### config.mk
export PLATFORM = sky130hd
export DESIGN_NAME = rr_arbiter_4
export DESIGN_NICKNAME = d
export VERILOG_FILES = /design/src/rtl/rr_arbiter_4.sv
export SDC_FILE = /design/constraint.sdc
export NUM_CORES = 1
export LEC_CHECK = 0
export CAP_MARGIN = 40
export CORE_AREA = 2 2 39 41
export DETAILED_ROUTE_END_ITERATION = 8
export DIE_AREA = 0 0 41 43
export GPL_TIMING_DRIVEN = 0
export PLACE_DENSITY = 0.68
export SLEW_MARGIN = 10
export SYNTH_ARGS = -nofsm -noshare
export SYNTH_HDL_FRONTEND = slang
export SYNTH_SLANG_ARGS = --single-unit
export TNS_END_PERCENT = 50
### constraint.sdc
create_clock -name clk -period 3.89 [get_ports clk]
set_input_delay 0.9725 -clock clk [delete_from_list [all_inputs] [get_ports clk]]
set_output_delay 0.9725 -clock clk [all_outputs]
set_load 0.02 [all_outputs]
### src/rtl/rr_arbiter_4.sv
// Four-way round-robin arbiter with held, non-preemptive grants and registered outputs.
// Optional hold timeout is built in when RR_TIMEOUT_EN is defined.
module rr_arbiter_4 #(
    parameter int unsigned MAX_HOLD = 16,
    parameter int unsigned CNT_W    = 8
) (
    input  logic       clk,
    input  logic       rst,
    input  logic [3:0] req,
    output logic [3:0] gnt,
    output logic [1:0] gnt_idx,
    output logic       gnt_valid
);

    typedef enum logic {
        IDLE  = 1'b0,
        GRANT = 1'b1
    } state_t;

    state_t     state_q, state_d;
    logic [1:0] ptr_q, ptr_d;
    logic [1:0] idx_q, idx_d;
    logic [3:0] gnt_q, gnt_d;
    logic       valid_q, valid_d;
    logic       pick_vld;
    logic [1:0] pick_idx;
    logic       hold_done;
    logic       release_w;

    // Scan from the far end so the requester closest to ptr wins.
    always_comb begin
        pick_vld = 1'b0;
        pick_idx = ptr_q;
        for (int k = 3; k >= 0; k--) begin
            if (req[ptr_q + 2'(k)]) begin
                pick_vld = 1'b1;
                pick_idx = ptr_q + 2'(k);
            end
        end
    end

    assign release_w = (state_q == GRANT) && (!req[idx_q] || hold_done);

`ifdef RR_TIMEOUT_EN
    logic [CNT_W-1:0] cnt_q, cnt_d;

    assign hold_done = (cnt_q == CNT_W'(MAX_HOLD - 1));

    always_comb begin
        cnt_d = '0;
        if (state_q == GRANT && !release_w) begin
            cnt_d = cnt_q + CNT_W'(1);
        end
    end

    always_ff @(posedge clk) begin
        if (rst) begin
            cnt_q <= '0;
        end else begin
            cnt_q <= cnt_d;
        end
    end
`else
    logic unused_cfg;

    assign unused_cfg = ^{MAX_HOLD[0], CNT_W[0]};
    assign hold_done  = 1'b0;
`endif

    always_ff @(posedge clk) begin
        if (rst) begin
            state_q <= IDLE;
            ptr_q   <= 2'd0;
            idx_q   <= 2'd0;
            gnt_q   <= 4'b0000;
            valid_q <= 1'b0;
        end else begin
            state_q <= state_d;
            ptr_q   <= ptr_d;
            idx_q   <= idx_d;
            gnt_q   <= gnt_d;
            valid_q <= valid_d;
        end
    end

    always_comb begin
        state_d = state_q;
        unique case (state_q)
            IDLE:    if (pick_vld) state_d = GRANT;
            GRANT:   if (release_w) state_d = IDLE;
            default: state_d = IDLE;
        endcase
    end

    always_comb begin
        ptr_d   = ptr_q;
        idx_d   = idx_q;
        gnt_d   = gnt_q;
        valid_d = valid_q;
        unique case (state_q)
            IDLE: begin
                if (pick_vld) begin
                    gnt_d   = 4'b0001 << pick_idx;
                    idx_d   = pick_idx;
                    valid_d = 1'b1;
                end
            end
            GRANT: begin
                if (release_w) begin
                    gnt_d   = 4'b0000;
                    idx_d   = 2'd0;
                    valid_d = 1'b0;
                    ptr_d   = idx_q + 2'd1;
                end
            end
            default: begin
                gnt_d   = 4'b0000;
                idx_d   = 2'd0;
                valid_d = 1'b0;
            end
        endcase
    end

    assign gnt       = gnt_q;
    assign gnt_idx   = idx_q;
    assign gnt_valid = valid_q;

endmodule

==> metrics.csv <==
stage;metric;value;unit
floorplan;CORE AREA;1380;sq um
logic_synthesis;area leader, netlist;dfxtp_1;
worst_setup_path;Worst EP required;2.92;ns
clocking;setup bufs post-CTS;0;
power_and_ir_drop;power after layout;304;uW
logic_synthesis;sequential share of the synthesized area;36.9;%
logic_synthesis;Post-synth ARST share;0;%
finish;Final nets;87;
logic_synthesis;Synth area leaders;dfxtp_1 (37%), a21oi_1 (7.4%), mux2_4 (5.5%), nand2_1 (5.5%), nor2_1 (5.5%);
routing;DR vias/cell;5.34;
logic_synthesis;Synth cell types;27;
worst_hold_path;Hold/Removal Path Class;flop to flop;
timing;Hold WS;0.456;ns
worst_setup_path;crit-path cells;clkdlybuf4s50_1;
worst_setup_path;CP max FO;5;
run;number of max-cap violations;0;
clocking;CTS max path bufs;2;
routing;DRT antenna net count;0;
logic_synthesis;register bit total from synthesis;10;
floorplan;Die ar.;1760;sq um
floorplan;I/O pins;13;
worst_setup_path;Buf+Inv Stages, Crit Path;1;
logic_synthesis;Cell Area, Synth;543;sq um
timing;minimum clock period;2.35;ns
status;outcome;finished clean;
power_and_ir_drop;Peak supply drop;0.216;mV
logic_synthesis;most frequent cell after synthesis;dfxtp_1;
logic_synthesis;share of the synthesized area in the top cell type;36.9;%
logic_synthesis;syn avg cell area;8.35;sq um
timing;Finish-stage setup viols;0;
routing;total wire length;1140;um
grt;GR Util All Layers;14.2;%
timing;Final Hold Viols;0;
logic_synthesis;Post-synth EDFFs;0;
finish;non-filler cells, final;96;
worst_setup_path;critical path class;flop to output port;
placement;HPWL Detailed;841;um
placement;placed cells;92;
clocking;CTS root buf;clkbuf_4;
floorplan;Die Span Y;43;um
clocking;worst skew pair latency;0.27;ns
finish;diode count;0;
routing;wire per inst;11.9;um
clocking;clk slew on worst S/H paths;0.07;ns
timing;Clock Skews;0.000669;ns
grt;initial antenna violation count;0;
logic_synthesis;gate count of the mapped netlist;65;
clocking;Inserted Clock Buffers;3;
grt;GRT overflow;0;
worst_setup_path;CP peak stage delay;0.65;ns
timing;final setup TNS;0;ns
floorplan;Row Count;14;
timing;RSZ-0062 raised after global routing;no;
power_and_ir_drop;Leakage;0.253;nW
worst_setup_path;CP max-delay cell;clkdlybuf4s50_1;
worst_setup_path;Critical Path Source Type;flop;
timing;Tcrit/Tclk final;60.5;%
finish;share of cells above drive strength 1;16.3;%
floorplan;Die Width;41;um
grt;vias in the first global route;432;
clocking;TritonCTS clock tree;yes;
clocking;CTS H-tree lvls;1;
placement;port bufs;11;
finish;P&R area growth vs syn;30.6;%
routing;DR pass1 iterations;4;
logic_synthesis;Top FF cell, synth;dfxtp_1;
power_and_ir_drop;Cell Pwr Density;429;nW/um^2
clocking;PostCTS Resize Cnt;0;
floorplan;Initial Util;39.2;%
finish;multi-input combinational cell area;332;sq um
logic_synthesis;yosys warns;0;
timing;Worst Tran Pin Value;0.480;ns
routing;DR vias;513;
logic_synthesis;Post-synth top cells;dfxtp_1 (10), a21oi_1 (8), nand2_1 (8), nor2_1 (8), nor2b_1 (3);
grt;largest net degree at the start of global routing;11;
timing;Max-Slew Margin vs Limit;67.7;%
placement;pre-CTS setup slack;1.33;ns
logic_synthesis;syn_nets;71;
clocking;Clock Sinks;10;
clocking;CTS Hold Bufs;0;
timing;fin worst setup slack;1.54;ns
worst_setup_path;Setup crit end kind;output port;
timing;Peak Freq;425;MHz
placement;GPL Wtd Cong;0.809;
worst_setup_path;Worst EP arrival;1.38;ns
finish;FF+latch area;200;sq um
routing;drt initial violations;8;
finish;Filler cells;145;
worst_setup_path;CP top delay family;buffers and inverters;
routing;# DRC;0;
grt;global-route wire length before repair;1700;um
timing;max-slew violations;0;
## cells in the final DEF, fill, tap and decap left out, types with 2 or more instances in the layout
| cell type | netlist | final |
|---|---|---|
| a211oi_1 | 2 | 2 |
| a22oi_1 | 2 | 2 |
| a21oi_1 | 8 | 8 |
| clkdlybuf4s50_1 | 0 | 11 |
| mux2_4 | 2 | 2 |
| inv_1 | 2 | 2 |
| nor2_1 | 8 | 8 |
| nand2b_1 | 2 | 2 |
| clkbuf_4 | 0 | 3 |
| nor2b_1 | 3 | 3 |
| dfxtp_1 | 10 | 10 |
| nand2_1 | 8 | 8 |
| o21ai_0 | 2 | 2 |
## per-layer routing
| layer | part of all wire, % | wire [um] | global-route usage [%] | vias up |
|---|---|---|---|---|
| met5 | 0 | 0 | 0 | - |
| met4 | 1.7 | 19 | 8.00 | 0 |
| met3 | 5.6 | 64 | 3.14 | 2 |
| met2 | 44 | 499 | 19.7 | 12 |
| met1 | 49 | 559 | 19.4 | 235 |
| li1 | - | - | - | 264 |
## where the power goes
group	internal [mW]	leakage, nW	total (mW)	switching (mW)
Clock	0.0569	0.0210	0.0950	0.0380
Combinational	0.0413	0.150	0.0835	0.0423
Sequential	0.113	0.0824	0.126	0.0121
Total	0.212	0.253	0.304	0.0924
## worst paths after layout
check | startpoint | endpoint | slack (ns) | cells after the start
worst min register to register | gnt[2] | gnt[2] | 0.46 | 2
worst max-delay path | gnt_idx[1] | gnt_idx[1] | 1.54 | 1
worst min-delay path | gnt[2] | gnt[2] | 0.46 | 2
worst max register to register | gnt_idx[1] | gnt_idx[1] | 2.41 | 5
## cell families after synthesis
family | share of synthesized area (%)
buffers and inverters | 2.07
XOR/XNOR | 1.61
multiplexers | 5.53
AND/OR/NAND/NOR | 26.5
AO/OA/AOI/OAI | 27.4
flip-flops | 36.9
## tightest hold or removal path, delay by kind of cell (launching register included)
family | cells | cell delay (ns)
flops | 1 | 0.31
simple gates | 1 | 0.05
compound gates | 1 | 0.05
## flip-flops by register name, indices dropped and copies added, names as in the netlist
register / count
gnt_valid: 1
gnt_idx: 2
gnt: 4
ptr_q: 2
state_q: 1
## metrics by stage
stage | cell area [sq um] | utilization (%)
after floorplan | 543 | -
after global placement | 673 | 48.6
after detailed placement | 673 | 48.6
after CTS | 709 | 51.3
after global routing | 709 | 51.3
final | 709 | 51.3
## cell type report
class | count | share of cell area (%)
well taps | 16 | 2.82
flip-flops and latches | 10 | 28.2
plain buffers | 1 | 0.529
clock buffers | 4 | 5.11
inverters | 2 | 1.06
repair buffers | 11 | 15.5
multi-input cells | 52 | 46.7
No activity file was read; power rests on OpenSTA's default activity.
